[src/rtl/spi_slave_if.sv]
// spi_slave_if: SPI pins plus the core-side byte port of the SPI peripheral
interface spi_slave_if;
   logic       sck;
   logic       ss_n;
   logic       mosi;
   logic       miso;
   logic       oe;
   logic [7:0] d;
   logic       ld;
   logic       txe;
   logic [7:0] q;
   logic       rdy;
   logic       first;
   logic       sel;
   modport slave  (input sck, ss_n, mosi, d, ld, output miso, oe, txe, q, rdy, first, sel);
   modport master (output sck, ss_n, mosi, d, ld, input miso, oe, txe, q, rdy, first, sel);
endinterface

[src/rtl/spi_slave.sv]
// spi_slave: oversampled SPI mode-0 target, MSB first, byte port with single-entry tx holding register
module spi_slave #(
   parameter logic [7:0] FILL = 8'hFF
) (
   input logic        clock,
   input logic        reset,
   spi_slave_if.slave s
);
   typedef enum logic {IDLE, ACTIVE} state_t;
   state_t     state, state_nx;
   logic [2:0] sck_r, ss_r;
   logic [1:0] mosi_r;
   logic [2:0] bitcnt;
   logic [7:0] rx, tx, hold, q, rx_nx, tx_ld;
   logic       rdy, first, fsf, txe;
   logic       rise, fall, ss_fall, ss_hi, act, start, consume, done;

   // two-flop synchronizers; the third sck/ss_n stage is the edge-detect history
   always_ff @(posedge clock or negedge reset)
      if (!reset) begin
         sck_r  <= '0;
         ss_r   <= '1;
         mosi_r <= '0;
      end else begin
         sck_r  <= {sck_r[1:0], s.sck};
         ss_r   <= {ss_r[1:0], s.ss_n};
         mosi_r <= {mosi_r[0], s.mosi};
      end

   // frame state register
   always_ff @(posedge clock or negedge reset)
      if (!reset) state <= IDLE;
      else        state <= state_nx;

   // next state plus per-cycle decodes; a deselect mid-ACTIVE suppresses edge handling
   always_comb begin
      rise     = sck_r[1] & ~sck_r[2];
      fall     = ~sck_r[1] & sck_r[2];
      ss_fall  = ~ss_r[1] & ss_r[2];
      ss_hi    = ss_r[1];
      state_nx = (state == IDLE) ? (ss_fall ? ACTIVE : IDLE) : (ss_hi ? IDLE : ACTIVE);
      act      = (state == ACTIVE) & ~ss_hi;
      start    = (state == IDLE) & ss_fall;
      consume  = start | (act & fall & (bitcnt == 3'd0));
      done     = act & rise & (bitcnt == 3'd7);
      rx_nx    = {rx[6:0], mosi_r[1]};
      tx_ld    = txe ? FILL : hold;
   end

   // receive shifter, bit counter, byte output and frame-start tracking
   always_ff @(posedge clock or negedge reset)
      if (!reset) begin
         rx     <= '0;
         bitcnt <= '0;
         q      <= '0;
         rdy    <= 1'b0;
         first  <= 1'b0;
         fsf    <= 1'b1;
      end else begin
         rdy <= done;
         if (state == IDLE) begin
            rx     <= '0;
            bitcnt <= '0;
            fsf    <= 1'b1;
         end else if (act & rise) begin
            rx     <= rx_nx;
            bitcnt <= bitcnt + 3'd1;
         end
         if (done) begin
            q     <= rx_nx;
            first <= fsf;
            fsf   <= 1'b0;
         end
      end

   // transmit shifter: reload at frame start and byte boundaries, else shift on sck fall
   always_ff @(posedge clock or negedge reset)
      if (!reset)             tx <= '0;
      else if (consume)       tx <= tx_ld;
      else if (act & fall)    tx <= {tx[6:0], 1'b0};

   // holding register: a write wins over a same-cycle consume, which already took the old value
   always_ff @(posedge clock or negedge reset)
      if (!reset) begin
         hold <= '0;
         txe  <= 1'b1;
      end else if (s.ld) begin
         hold <= s.d;
         txe  <= 1'b0;
      end else if (consume) begin
         txe  <= 1'b1;
      end

   assign s.miso  = (state == ACTIVE) ? tx[7] : 1'b1;
   assign s.oe    = (state == ACTIVE);
   assign s.sel   = (state == ACTIVE);
   assign s.txe   = txe;
   assign s.q     = q;
   assign s.rdy   = rdy;
   assign s.first = first;
endmodule

[src/flat_wrapper.sv]
// flat-port wrapper written by rule: the top's interface ports become plain ports
module spi_slave_flat 
#(
   parameter logic [7:0] FILL = 8'hFF
)
  (clock, reset, s_sck, s_ss_n, s_mosi, s_d, s_ld, s_miso, s_oe, s_txe, s_q, s_rdy, s_first, s_sel);
  spi_slave_if s_i ();
  input logic clock;
  input logic reset;
  input wire logic [$bits(s_i.sck)-1:0] s_sck;
  input wire logic [$bits(s_i.ss_n)-1:0] s_ss_n;
  input wire logic [$bits(s_i.mosi)-1:0] s_mosi;
  input wire logic [$bits(s_i.d)-1:0] s_d;
  input wire logic [$bits(s_i.ld)-1:0] s_ld;
  output wire logic [$bits(s_i.miso)-1:0] s_miso;
  output wire logic [$bits(s_i.oe)-1:0] s_oe;
  output wire logic [$bits(s_i.txe)-1:0] s_txe;
  output wire logic [$bits(s_i.q)-1:0] s_q;
  output wire logic [$bits(s_i.rdy)-1:0] s_rdy;
  output wire logic [$bits(s_i.first)-1:0] s_first;
  output wire logic [$bits(s_i.sel)-1:0] s_sel;
  assign s_i.sck = s_sck;
  assign s_i.ss_n = s_ss_n;
  assign s_i.mosi = s_mosi;
  assign s_i.d = s_d;
  assign s_i.ld = s_ld;
  assign s_miso = s_i.miso;
  assign s_oe = s_i.oe;
  assign s_txe = s_i.txe;
  assign s_q = s_i.q;
  assign s_rdy = s_i.rdy;
  assign s_first = s_i.first;
  assign s_sel = s_i.sel;
  spi_slave #(.FILL(FILL)) u_core (.clock(clock), .reset(reset), .s(s_i));
endmodule
[config.mk]
export PLATFORM = sky130hd
export DESIGN_NAME = spi_slave_flat
export DESIGN_NICKNAME = d
export VERILOG_FILES = /design/src/rtl/spi_slave_if.sv /design/src/rtl/spi_slave.sv /design/src/flat_wrapper.sv
export SDC_FILE = /design/constraint.sdc
export NUM_CORES = 1
export LEC_CHECK = 0
export CAP_MARGIN = 20
export CORE_MARGIN = 3
export CORE_UTILIZATION = 50
export DETAILED_ROUTE_END_ITERATION = 8
export PLACE_DENSITY = 0.83
export SKIP_CTS_REPAIR_TIMING = 1
export SYNTH_ARGS = -nofsm -noshare
export SYNTH_HDL_FRONTEND = slang
export SYNTH_SLANG_ARGS = --single-unit
[constraint.sdc]
create_clock -name clock -period 2.03 [get_ports clock]
set_input_delay 0.406 -clock clock [delete_from_list [all_inputs] [get_ports clock]]
set_output_delay 0.406 -clock clock [all_outputs]
set_load 0.01 [all_outputs]
; After elaboration in Yosys (flattened, before gate mapping)
; Index checks and enable logic that the tools add are counted.
[classes]
n_addsub = 1
n_eq_ne = 3
n_mux = 15
bitwise_logic = 14
reduce_logical = 3
[ops]
columns = operator, n
row1 = $mux 8, 3
row2 = $mux 7, 2
row3 = $and 1x1->1, 9
row4 = $mux 1, 8
row5 = $mux 3, 2
row6 = $ne 2x2->1 const B, 2
row7 = $not 1->1, 4
row8 = $reduce_bool 2->1, 2
row9 = $add 3x1->3 const B, 1
row10 = $eq 3x3->1 const B, 1
row11 = $logic_not 3->1, 1
row12 = $or 1x1->1, 1
[word_totals]
regBits = 47
in_bits = 14
out_inout_bits = 14
wordCells = 49

; Longest topological paths before layout
[logic_depth]
ltp_word = 7
ltp_mapped = 6
depth_no_buf = 5

; Worst setup path before layout
; Ideal clock, no wire load.
[synth_timing]
path_type = register to register
from = register u_core.state (netlist: u_core.s.oe)
to = register u_core.tx[4]
setup_time_ps = 123
arrival_time_ps = 1502
required_time_ps = 1907
setup_slack_ps = 405
stages_incl_launch_ff = 7
path_buffers = 3
synth_period_minus_slack_ps = 1625
cell_sequence = dfrtp_1 > buf_6 > or3b_1 > buf_2 > buf_2 > a211oi_2 > o31ai_2
[synth_via]
elab_chain_cells = 5
elab_cells_between_ends = 8
cone_classes = 1 x mux / 6 x bitwise / 1 x reduce/logical
[synth_rtl]
columns = element, line_no
row1 = start: declaration, spi_slave.sv:10  ; state_t state, state_nx;
row2 = start signal: assignment, spi_slave.sv:33  ; else state <= state_nx;
row3 = $and 1x1->1, spi_slave.sv:42  ; act = (state == ACTIVE) & ~ss_hi;
row4 = $and 1x1->1, "spi_slave.sv:44, spi_slave.sv:80"
row5 = $and 1x1->1, spi_slave.sv:44  ; consume = start | (act & fall & (bitcnt == 3'd0));
row6 = $or 1x1->1, spi_slave.sv:44
row7 = $mux 8 or $reduce_bool 2->1 (tied branches), n/a
row8 = end signal: assignment, spi_slave.sv:79  ; else if (consume) tx <= tx_ld;
row9 = end signal: assignment, spi_slave.sv:80  ; else if (act & fall) tx <= {tx[6:0], 1'b0};
row10 = end: declaration, spi_slave.sv:14  ; logic [7:0] rx, tx, hold, q, rx_nx, tx_ld;
; Parallel ways exist; a longest one is shown, timed or not.
; A chain may end at the register's enable or synchronous reset.

; Worst setup path in the final report
[layout_timing]
from = register u_core.txe (netlist: u_core.s.txe)
to = output port s_txe
[layout_lines]
columns = element, line_no
row1 = start: declaration, spi_slave.sv:15  ; logic rdy, first, fsf, txe;
row2 = start signal: assignment, spi_slave.sv:86  ; txe <= 1'b1;
row3 = start signal: assignment, spi_slave.sv:89  ; txe <= 1'b0;
row4 = start signal: assignment, spi_slave.sv:91  ; txe <= 1'b1;
row5 = end: declaration, flat_wrapper.sv:17  ; output wire logic [$bits(s_i.txe)-1:0] s_txe;
; No word-level cell between the ends.

==> reports/results.ini <==
[status]
status = complete, no violations

[clocking]
path_clk_slew_ns = 0.08
worstSkewPairLatency_ns = 0.29
cts_tree = yes
htree_levels = 2
cts_made_buffers = 5
root_buffer = clkbuf_8
cts.sinks = 47
clock_path_buffers = 2

[layout]
syn_to_final_growth_pct = 18.60
ff_latch_area_sq_mm = 0.001182
nNetsFinal = 201
fin_cells = 232
nFillCells = 302
layout-drive-gt1-share_pct = 20.11
multiInputGateArea_sq_um = 705.7
num_antenna_cells = 0

[placement]
gp_congestion = 0.7432
place_ws_ns = 0.2238
dpl.cell_count = 225
hpwl_mm = 2.518
io_buffers = 27

[worst_setup_path]
timing.rr.end = u_core.tx[5]
reg2reg_from = u_core.s.oe
cp_top_family = flip-flops
cp-end-kind = primary output
cp_cell_sequence = clkdlybuf4s50_1
critPathKind = flip-flop to primary output
critPathSlowestCell = dfstp_2
ff2ff_path_depth = 3
cp.required_ns = 1.62
reg2reg_slack_ns = 0.21
cp.depth = 1
cp_max_fo = 10
critPathBufInv = 1
critPathCapture = s_txe
crit_start = u_core.s.txe
startpoint_type = flip-flop
cpPeakStageDelay_ns = 0.65
arrival_ns = 1.51

[synthesis]
ys_ff_latch = 47
synth_area_sq_mm = 0.001978
ys_async_sr_fraction_pct = 100.0
synth_fp_nets = 177
syn-mean-instance-area_sq_um = 12.36
ys_warn_count = 0
synth_ff_type = dfrtp_1
synth_edf_count = 0
synth_cell_types = 30
seq_area_frac_synth_pct = 59.77
syn_inst = 160

[sta]
drv_slew = 0
worst_pin_slew_ns = 0.5705
rsz0062_at_grt = false
timing.hold.ws_ns = 0.1815
finalHoldViolations = 0
fin_ws_ns = 0.1149
clock_skew_ns = 0.005570
setup_viol = 0
finalCritPeriodShare_pct = 94.34
period_needed_ns = 1.915
slew_headroom_pct = 61.89
max_freq_ghz = 0.5222
timing.setup.tns_ns = 0

[global_routing]
overflow = 0
grt_max_degree = 48
grt_pass1_vias = 1271
grt_antenna_before_repair = 0
grt_first_pass_wirelength_mm = 5.871
track_usage_pct = 16.74

[routing]
avgRoutedWirePerCell_um = 15.05
drc = 0
vias_per_cell = 5.543
num_vias = 1286
ant_nets = 0
drt_iter0_drc = 61
dr.pass1.iters = 4
wirelength_mm = 3.492

[pwr]
vdd_ir_drop_max_v = 0.0005316
power_density_mw_per_mm2 = 775.3
p_leak_nw = 1.030

[die]
core-area_sq_mm = 0.003744
fp.dieH_um = 68.90
start_util_pct = 52.84
dieArea_sq_mm = 0.004747
row_count = 22
ios = 28
die_x_um = 68.90

[job]
cap_violations = 0

[min_path]
min_path_type = input pin to asynchronous set/reset pin

## per-layer routing
layer  track usage (%)  vias to the layer above  share of wire [%]
met5                 0                        -                  0
met4             7.299                        0                2.4
met3             3.728                        9                4.2
met2             26.07                       37                 49
met1             22.56                      638                 44
li1                  -                      602                  -
## power by group
group	leakage (nW)	switching, mW	internal [mW]
registers	0.594	0.0506	1.00
clock network	0.0477	0.295	0.274
logic	0.389	0.0943	0.102
total	1.03	0.440	1.38
## sequential cells by signal, indices dropped and copies added (netlist names)
signal,count
u_core.tx,8
u_core.s.txe,1
u_core.s.rdy,1
u_core.s.q,8
u_core.fsf,1
u_core.bitcnt,3
u_core.sck_r,3
u_core.ss_r,3
u_core.rx,7
u_core.hold,8
u_core.mosi_r,2
u_core.s.oe,1
u_core.s.first,1
## layout make-up
cell class	count	share of cell area (%)
flip-flops and latches	47	50.40
clock buffers	6	3.520
clock inverters	1	0.3733
multi-input cells	95	30.08
repair buffers	30	12.27
inverters	5	0.8000
well taps	48	2.560
## metrics by stage
| step | utilization [%] | cell area [sq um] | total power, mW |
|---|---|---|---|
| finish | 62.67 | 2346 | 1.819 |
| global route | 62.67 | 2346 | 1.906 |
| CTS | 62.67 | 2346 | 1.836 |
| detailed placement | 60.23 | 2255 | 1.270 |
| global placement | 60.23 | 2255 | 1.252 |
| floorplan | - | 1978 | 1.185 |
## synthesized netlist by cell type (2+ instances only)
cell      count  area (sq um)
dfrtp_1      42          1051
nand2_1      21         78.83
o21ai_0      10         50.05
mux2_1        9         101.4
mux2_2        8         90.09
nand3_1       7         35.03
nor3_1        7         35.03
o31ai_2       7         87.58
clkbuf_1      6         22.52
dfstp_2       5         131.4
inv_1         5         18.77
a211oi_1      4         30.03
a211oi_2      3         37.54
buf_2         3         15.01
ha_1          3         37.54
nor2_1        3         11.26
buf_6         2         22.52
nand2b_1      2         12.51
nor2b_1       2         12.51
## cell families (layout without fill, tap and decap cells)
family / after synthesis / count (layout) / synth area share [%]
buf+inv: 18 / 42 / 4.554
compound gates: 28 / 28 / 12.02
fa+ha+maj: 3 / 3 / 1.898
flops: 47 / 47 / 59.77
simple gates: 47 / 47 / 12.08
mux: 17 / 17 / 9.678
## worst min path at each step
stage	startpoint	endpoint	slack, ns	depth (start not counted)
2_1_floorplan	reset	u_core.bitcnt[0]	0.11	0
3_3_place_gp	u_core.sck_r[0]	u_core.sck_r[1]	0.33	0
3_5_place_dp	u_core.sck_r[0]	u_core.sck_r[1]	0.34	0
4_1_cts	reset	u_core.hold[3]	0.20	2
5_1_grt	reset	u_core.tx[4]	0.23	2
6_report	reset	u_core.tx[6]	0.18	2
## worst reg2reg max path, cell delays in order (launching register included)
cell and delay (ns):
dfrtp_1 0.51, or3b_1 0.67, and2_4 0.29, o31ai_2 0.26
## cells in the final DEF, fill, tap and decap left out, drive strengths merged, types with 3 or more instances in the layout
| master | n |
|---|---|
| dfrtp | 42 |
| clkdlybuf4s50 | 26 |
| nand2 | 21 |
| mux2 | 17 |
| o21ai | 10 |
| nor3 | 7 |
| nand3 | 7 |
| o31ai | 7 |
| a211oi | 7 |
| clkbuf | 6 |
| inv | 6 |
| dfstp | 5 |
| buf | 4 |
| nor2 | 3 |
| ha | 3 |
No activity file was read; power rests on OpenSTA's default activity.
